## src/rtl/year_bcd_counter_if.sv

```systemverilog
// Year counter bus: control/load inputs and
// binary, BCD, 7-segment and status outputs.
interface year_bcd_counter_if #(
   parameter int DIGITS   = 4,
   parameter int BIN_BITS = 14
);
   logic                  carry_in;
   logic                  set;
   logic [DIGITS-1:0]     up;
   logic                  load;
   logic [4*DIGITS-1:0]   load_bcd;
   logic [BIN_BITS-1:0]   year_count;
   logic [4*DIGITS-1:0]   year_bcd;
   logic [7*DIGITS-1:0]   year_7seg;
   logic                  leap;
   logic                  carry_out;
   logic                  load_err;

   modport master (
      output carry_in, set, up, load, load_bcd,
      input  year_count, year_bcd, year_7seg,
      input  leap, carry_out, load_err
   );

   modport slave (
      input  carry_in, set, up, load, load_bcd,
      output year_count, year_bcd, year_7seg,
      output leap, carry_out, load_err
   );
endinterface

```

## src/rtl/year_bcd_counter.sv

```systemverilog
// BCD year counter with range wrap, per-digit
// set-mode adjust, validated load and leap flag.
module year_bcd_counter #(
   parameter int DIGITS     = 4,
   parameter int BIN_BITS   = 14,
   parameter int YEAR_MIN   = 1800,
   parameter int YEAR_MAX   = 2199,
   parameter int YEAR_RESET = 1801
) (
   input  logic clock,
   input  logic reset,
   year_bcd_counter_if.slave bus
);
   localparam int W = 4 * DIGITS;

   function automatic logic [W-1:0] to_bcd(input int unsigned v);
      logic [W-1:0] r;
      int unsigned  t;
      r = '0;
      t = v;
      for (int i = 0; i < DIGITS; i++) begin
         r[4*i+:4] = 4'(t % 10);
         t = t / 10;
      end
      return r;
   endfunction

   function automatic int unsigned to_bin(input logic [W-1:0] b);
      int unsigned acc;
      acc = 0;
      for (int i = DIGITS - 1; i >= 0; i--)
         acc = acc * 10 + 32'(b[4*i+:4]);
      return acc;
   endfunction

   function automatic logic digits_ok(input logic [W-1:0] b);
      logic ok;
      ok = 1'b1;
      for (int i = 0; i < DIGITS; i++)
         if (b[4*i+:4] > 4'd9) ok = 1'b0;
      return ok;
   endfunction

   function automatic logic [W-1:0] bcd_inc(input logic [W-1:0] b);
      logic [W-1:0] r;
      logic         c;
      r = b;
      c = 1'b1;
      for (int i = 0; i < DIGITS; i++) begin
         if (c) begin
            if (r[4*i+:4] == 4'd9) begin
               r[4*i+:4] = 4'd0;
            end else begin
               r[4*i+:4] = r[4*i+:4] + 4'd1;
               c = 1'b0;
            end
         end
      end
      return r;
   endfunction

   function automatic logic [6:0] seg7(input logic [3:0] d);
      logic [6:0] s;
      case (d)
         4'd0:    s = 7'h3F;
         4'd1:    s = 7'h06;
         4'd2:    s = 7'h5B;
         4'd3:    s = 7'h4F;
         4'd4:    s = 7'h66;
         4'd5:    s = 7'h6D;
         4'd6:    s = 7'h7D;
         4'd7:    s = 7'h07;
         4'd8:    s = 7'h7F;
         4'd9:    s = 7'h6F;
         default: s = 7'h00;
      endcase
      return s;
   endfunction

   localparam int unsigned MIN_U = YEAR_MIN;
   localparam int unsigned MAX_U = YEAR_MAX;
   localparam logic [W-1:0] MIN_BCD = to_bcd(YEAR_MIN);
   localparam logic [W-1:0] RST_BCD = to_bcd(YEAR_RESET);

   logic [W-1:0]      bcd_q, bcd_d;
   logic [DIGITS-1:0] up_q;
   logic              cout_q, cout_d;
   logic              lerr_q, lerr_d;
   logic [DIGITS-1:0] rise;
   logic [W-1:0]      cand;
   int unsigned       year_u;
   int unsigned       cand_u;
   int unsigned       load_u;

   assign rise   = bus.up & ~up_q;
   assign year_u = to_bin(bcd_q);
   assign load_u = to_bin(bus.load_bcd);
   assign cand_u = to_bin(cand);

   // Set-mode candidate: each rising digit steps mod 10, no carry
   always_comb begin
      cand = bcd_q;
      for (int i = 0; i < DIGITS; i++) begin
         if (rise[i])
            cand[4*i+:4] = (bcd_q[4*i+:4] == 4'd9) ? 4'd0
                                                   : bcd_q[4*i+:4] + 4'd1;
      end
   end

   // Next state: load > set-mode adjust > carry increment
   always_comb begin
      bcd_d  = bcd_q;
      cout_d = 1'b0;
      lerr_d = 1'b0;
      if (bus.load) begin
         if (digits_ok(bus.load_bcd) &&
             load_u >= MIN_U && load_u <= MAX_U)
            bcd_d = bus.load_bcd;
         else
            lerr_d = 1'b1;
      end else if (bus.set) begin
         if (|rise) begin
            if (cand_u >= MIN_U && cand_u <= MAX_U)
               bcd_d = cand;
            else
               bcd_d = MIN_BCD;
         end
      end else if (bus.carry_in) begin
         if (year_u == MAX_U) begin
            bcd_d  = MIN_BCD;
            cout_d = 1'b1;
         end else begin
            bcd_d = bcd_inc(bcd_q);
         end
      end
   end

   // State registers; up_q preset high so held buttons give no edge
   always_ff @(posedge clock) begin
      if (!reset) begin
         bcd_q  <= RST_BCD;
         up_q   <= '1;
         cout_q <= 1'b0;
         lerr_q <= 1'b0;
      end else begin
         bcd_q  <= bcd_d;
         up_q   <= bus.up;
         cout_q <= cout_d;
         lerr_q <= lerr_d;
      end
   end

   logic [15:0]  ext;
   int unsigned  lo, hi;
   logic         div4, div100, div400;
   logic [7*DIGITS-1:0] seg;

   assign ext = 16'(bcd_q);

   // Leap flag from the low and high digit pairs
   always_comb begin
      lo     = 32'(ext[7:4]) * 10 + 32'(ext[3:0]);
      hi     = 32'(ext[15:12]) * 10 + 32'(ext[11:8]);
      div4   = (lo % 4) == 0;
      div100 = (lo == 0);
      div400 = div100 && ((hi % 4) == 0);
   end

   // Per-digit 7-segment decode
   always_comb begin
      seg = '0;
      for (int i = 0; i < DIGITS; i++)
         seg[7*i+:7] = seg7(bcd_q[4*i+:4]);
   end

   assign bus.year_count = BIN_BITS'(year_u);
   assign bus.year_bcd   = bcd_q;
   assign bus.year_7seg  = seg;
   assign bus.leap       = div4 & (~div100 | div400);
   assign bus.carry_out  = cout_q;
   assign bus.load_err   = lerr_q;
endmodule

```

## src/flat_wrapper.sv

```systemverilog
// flat-port wrapper written by rule: the top's interface ports become plain ports
module year_bcd_counter_flat 
#(
   parameter int DIGITS     = 4,
   parameter int BIN_BITS   = 14,
   parameter int YEAR_MIN   = 1800,
   parameter int YEAR_MAX   = 2199,
   parameter int YEAR_RESET = 1801
)
  (clock, reset, bus_carry_in, bus_set, bus_up, bus_load, bus_load_bcd, bus_year_count, bus_year_bcd, bus_year_7seg, bus_leap, bus_carry_out, bus_load_err);
  year_bcd_counter_if #(.DIGITS(DIGITS), .BIN_BITS(BIN_BITS)) bus_i ();
  input  logic clock;
  input  logic reset;
  input wire logic [$bits(bus_i.carry_in)-1:0] bus_carry_in;
  input wire logic [$bits(bus_i.set)-1:0] bus_set;
  input wire logic [$bits(bus_i.up)-1:0] bus_up;
  input wire logic [$bits(bus_i.load)-1:0] bus_load;
  input wire logic [$bits(bus_i.load_bcd)-1:0] bus_load_bcd;
  output wire logic [$bits(bus_i.year_count)-1:0] bus_year_count;
  output wire logic [$bits(bus_i.year_bcd)-1:0] bus_year_bcd;
  output wire logic [$bits(bus_i.year_7seg)-1:0] bus_year_7seg;
  output wire logic [$bits(bus_i.leap)-1:0] bus_leap;
  output wire logic [$bits(bus_i.carry_out)-1:0] bus_carry_out;
  output wire logic [$bits(bus_i.load_err)-1:0] bus_load_err;
  assign bus_i.carry_in = bus_carry_in;
  assign bus_i.set = bus_set;
  assign bus_i.up = bus_up;
  assign bus_i.load = bus_load;
  assign bus_i.load_bcd = bus_load_bcd;
  assign bus_year_count = bus_i.year_count;
  assign bus_year_bcd = bus_i.year_bcd;
  assign bus_year_7seg = bus_i.year_7seg;
  assign bus_leap = bus_i.leap;
  assign bus_carry_out = bus_i.carry_out;
  assign bus_load_err = bus_i.load_err;
  year_bcd_counter #(.DIGITS(DIGITS), .BIN_BITS(BIN_BITS), .YEAR_MIN(YEAR_MIN), .YEAR_MAX(YEAR_MAX), .YEAR_RESET(YEAR_RESET)) u_core (.clock(clock), .reset(reset), .bus(bus_i));
endmodule
```

## config.mk

```make
export PLATFORM = sky130hd
export DESIGN_NAME = year_bcd_counter_flat
export DESIGN_NICKNAME = d
export VERILOG_FILES = /design/src/rtl/year_bcd_counter_if.sv /design/src/rtl/year_bcd_counter.sv /design/src/flat_wrapper.sv
export SDC_FILE = /design/constraint.sdc
export NUM_CORES = 1
export LEC_CHECK = 0
export ABC_AREA = 0
export CORE_MARGIN = 2
export CORE_UTILIZATION = 61
export CTS_CLUSTER_DIAMETER = 80
export DETAILED_ROUTE_END_ITERATION = 8
export HOLD_SLACK_MARGIN = 0.12
export PLACE_DENSITY_LB_ADDON = 0.15
export REMOVE_ABC_BUFFERS = 1
export SLEW_MARGIN = 20
export SYNTH_ARGS = -nofsm -noshare
export SYNTH_HDL_FRONTEND = slang
export SYNTH_SLANG_ARGS = --single-unit
```

## constraint.sdc

```tcl
create_clock -name clock -period 12.8 [get_ports clock]
set_input_delay 2.56 -clock clock [delete_from_list [all_inputs] [get_ports clock]]
set_output_delay 2.56 -clock clock [all_outputs]
set_load 0.05 [all_outputs]
```

==> key figures <==
Global routing
  – Grt met1 use: 38.5%
  – GRT overflow: 0
  – Global-route wire length before repair: 41700 um
  – Met2 GRT Util: 47.2%
  – Initial antenna violation count: 0
  – GR Util All Layers: 28.0%
  – Vias in the first global route: 8817
  – Pin count of the biggest net entering global routing: 31
  – M3 GR Usage: 3.61%
  – GRT Max-Usage Layer: met2

Timing
  – RSZ-0062 raised after global routing: no
  – Crit path time final: 11.47 ns
  – Slew HR: 40.8%
  – Slew Viols, Final: 0
  – TNS Setup: 0 ns
  – Slew at the pin closest to its max-slew limit: 0.885 ns
  – Final setup vio count: 0
  – Fmax: 87.2 MHz
  – Worst hold slack: 0.608 ns
  – Setup Skew: 0.0126 ns
  – Tcrit/Tclk final: 89.6%
  – Final Hold Vio Count: 0

Yosys
  – Dominant cells by area after synthesis: ha_1 24%, dfxtp_1 10%, xnor2_1 5.9%
  – Post-Synthesis Cells: 1255
  – Post-synth EDFFs: 0
  – Seq cells post-synth: 50
  – Async S/R FF share, synth: 0%
  – Area leader, netlist: ha_1
  – Syn avg cell area: 7.98 um^2
  – Count of different cell masters after synthesis: 105
  – Top cell type's share of synthesized area: 23.6%
  – Yosys warning total: 0
  – Area of the mapped netlist: 10000 um^2
  – Top-count cell post-synth: ha_1
  – Main synth FF type: dfxtp_1
  – Sequential fraction of the synthesis area: 10.0%
  – Top cells by count, synth: 189 x ha_1, 109 x inv_1, 85 x a21oi_1, 80 x nand2_1, 70 x nor2_1

Drt
  – Via count: 9489
  – Detailed Route WL: 25000 um
  – WL per Instance: 16.3 um
  – Vias per cell: 6.19
  – DRC: 0
  – Drt pass-1 iters: 6
  – Routed Antenna Nets: 0
  – Initial drt markers: 626

Critical path
  – Crit end category: register
  – Critical Path Source: bus_load_bcd[15]
  – Worst Path Max Fanout: 16
  – Top Family by Delay on Critical Path: adder cells
  – Cell mode on critical path: ha_1
  – CP startpoint kind: input pin
  – Setup Crit Path Kind: in2reg
  – CP peak stage delay: 0.68 ns
  – Reg2Reg Launch Point: u_core.bus.year_bcd[12]
  – Critical path required time: 13.01 ns
  – Worst path bufs/invs: 5
  – CP max-delay cell: clkdlybuf4s50_1
  – WP data arrival: 11.67 ns

Hold path
  – Min-delay worst type: reg2reg
  – Hold wc startpoint: u_core.bus.year_bcd[1]

CTS
  – Clock latency on the worst-skew pair: 0.30 ns
  – Clk buf depth: 2
  – CTS Hold Buffers Added: 0
  – CTS sink cnt: 50
  – Clock buffer count from CTS: 5
  – Cts repair resizes: 0
  – Register clock-pin slew on the reported worst setup and hold paths: 0.08 ns
  – Root buffer cell: clkbuf_16
  – CTS tree: yes
  – Post-CTS Setup Inserts: 0
  – CTS H-tree lvls: 2

Cells and area
  – Fin nets: 1550
  – Antenna diodes: 0
  – Final instance area: 11100 um^2
  – Area of the multi-input gates: 8400 um^2
  – Reg area: 1000 um^2
  – Area growth, synth to finish: 11.1%
  – Number of fill cells in the layout: 1355
  – Layout cells sized above 1: 4.40%

Placement
  – IO buf count: 85
  – Placed inst area: 11000 um^2
  – Hpwl dp: 20400 um
  – RePlAce Congestion: 0.967

Die
  – Die width: 132 um
  – Ports: 86
  – Site Rows: 46
  – Die area: 17500 um^2
  – Die span in y: 132 um
  – Total core area: 15900 um^2
  – Starting Density: 62.8%

Flow run
  – Max cap viols: 0

Outcome
  – Status: finished, final reports clean
## path summary, 6_finish.rpt
check | to | slack [ns] | depth (start not counted)
max | u_core.bus.year_7seg[25] | 1.33 | 30
max reg2reg | u_core.bus.year_7seg[1] | 3.28 | 35
min reg2reg | u_core.bus.year_bcd[1] | 0.61 | 2
min | u_core.bus.year_bcd[1] | 0.61 | 2
## logic make-up (layout without fill, tap and decap cells)
logic type,after synthesis,in the layout,synth area share [%]
AOI/OAI and AO/OA,363,363,26.0
xor gates and xnor gates,107,107,9.36
adders and majority gates,209,209,27.6
buffers and inverters,149,209,6.24
DFF,50,50,10.0
muxes,17,17,1.74
other,1,3,0.0374
and+or+nand+nor,359,359,19.0
## routing by layer
layer / share of wire (%) / up-vias
met5: 0 / -
met4: 1.6 / 0
met3: 6.2 / 32
met2: 45 / 296
met1: 47 / 4432
li1: - / 4729
## final cells by class
cell class                 instances  area share, %
multi-input combinational       1058           75.5
tap                              216           2.43
inverter                         113           3.84
sequential                        50           9.00
timing repair buffer              88           7.85
clock buffer                       5           1.13
clock inverter                     3          0.259
## layout by cell type, fill, tap and decap left out, types with 19 or more instances in the layout
| master | synthesis | layout |
|---|---|---|
| a21oi_1 | 85 | 85 |
| nor2_1 | 70 | 70 |
| fa_1 | 20 | 20 |
| o21ai_0 | 53 | 53 |
| nand3_1 | 35 | 35 |
| nor3_1 | 32 | 32 |
| nand2_1 | 80 | 80 |
| clkdlybuf4s50_1 | 0 | 85 |
| ha_1 | 189 | 189 |
| xor2_1 | 40 | 40 |
| xnor2_1 | 67 | 67 |
| nand2b_1 | 22 | 22 |
| o22ai_1 | 19 | 19 |
| dfxtp_1 | 50 | 50 |
| inv_1 | 109 | 109 |
| a21o_1 | 27 | 27 |
## worst register-to-register path, delay by kind of cell, from the launching register on
kind / cells / cell delay [ns]
compound gates: 10 / 3.12
xor+xnor: 5 / 1.09
fa+ha+maj: 9 / 2.95
buf+inv: 3 / 0.35
flops: 1 / 0.56
simple gates: 8 / 1.37
## metrics by stage
stage	setup slack, ns	cells	util [%]
2_1_floorplan	2.73	1221	-
3_3_place_gp	1.36	1525	68.8
3_5_place_dp	1.20	1525	68.8
4_1_cts	1.45	1533	69.8
5_1_grt	0.631	1533	69.8
6_report	1.33	1533	69.8
## registers in the layout, summed over array words and instances (netlist names)
register and cells:
u_core.bus.load_err 1, u_core.up_q 4, u_core.bus.carry_out 1, u_core.bus.year_7seg 28, u_core.bus.year_bcd 16
Power is left out: the tool's default activity adds up to more than one toggle a clock period on the data nets, which glitch-free logic cannot reach.
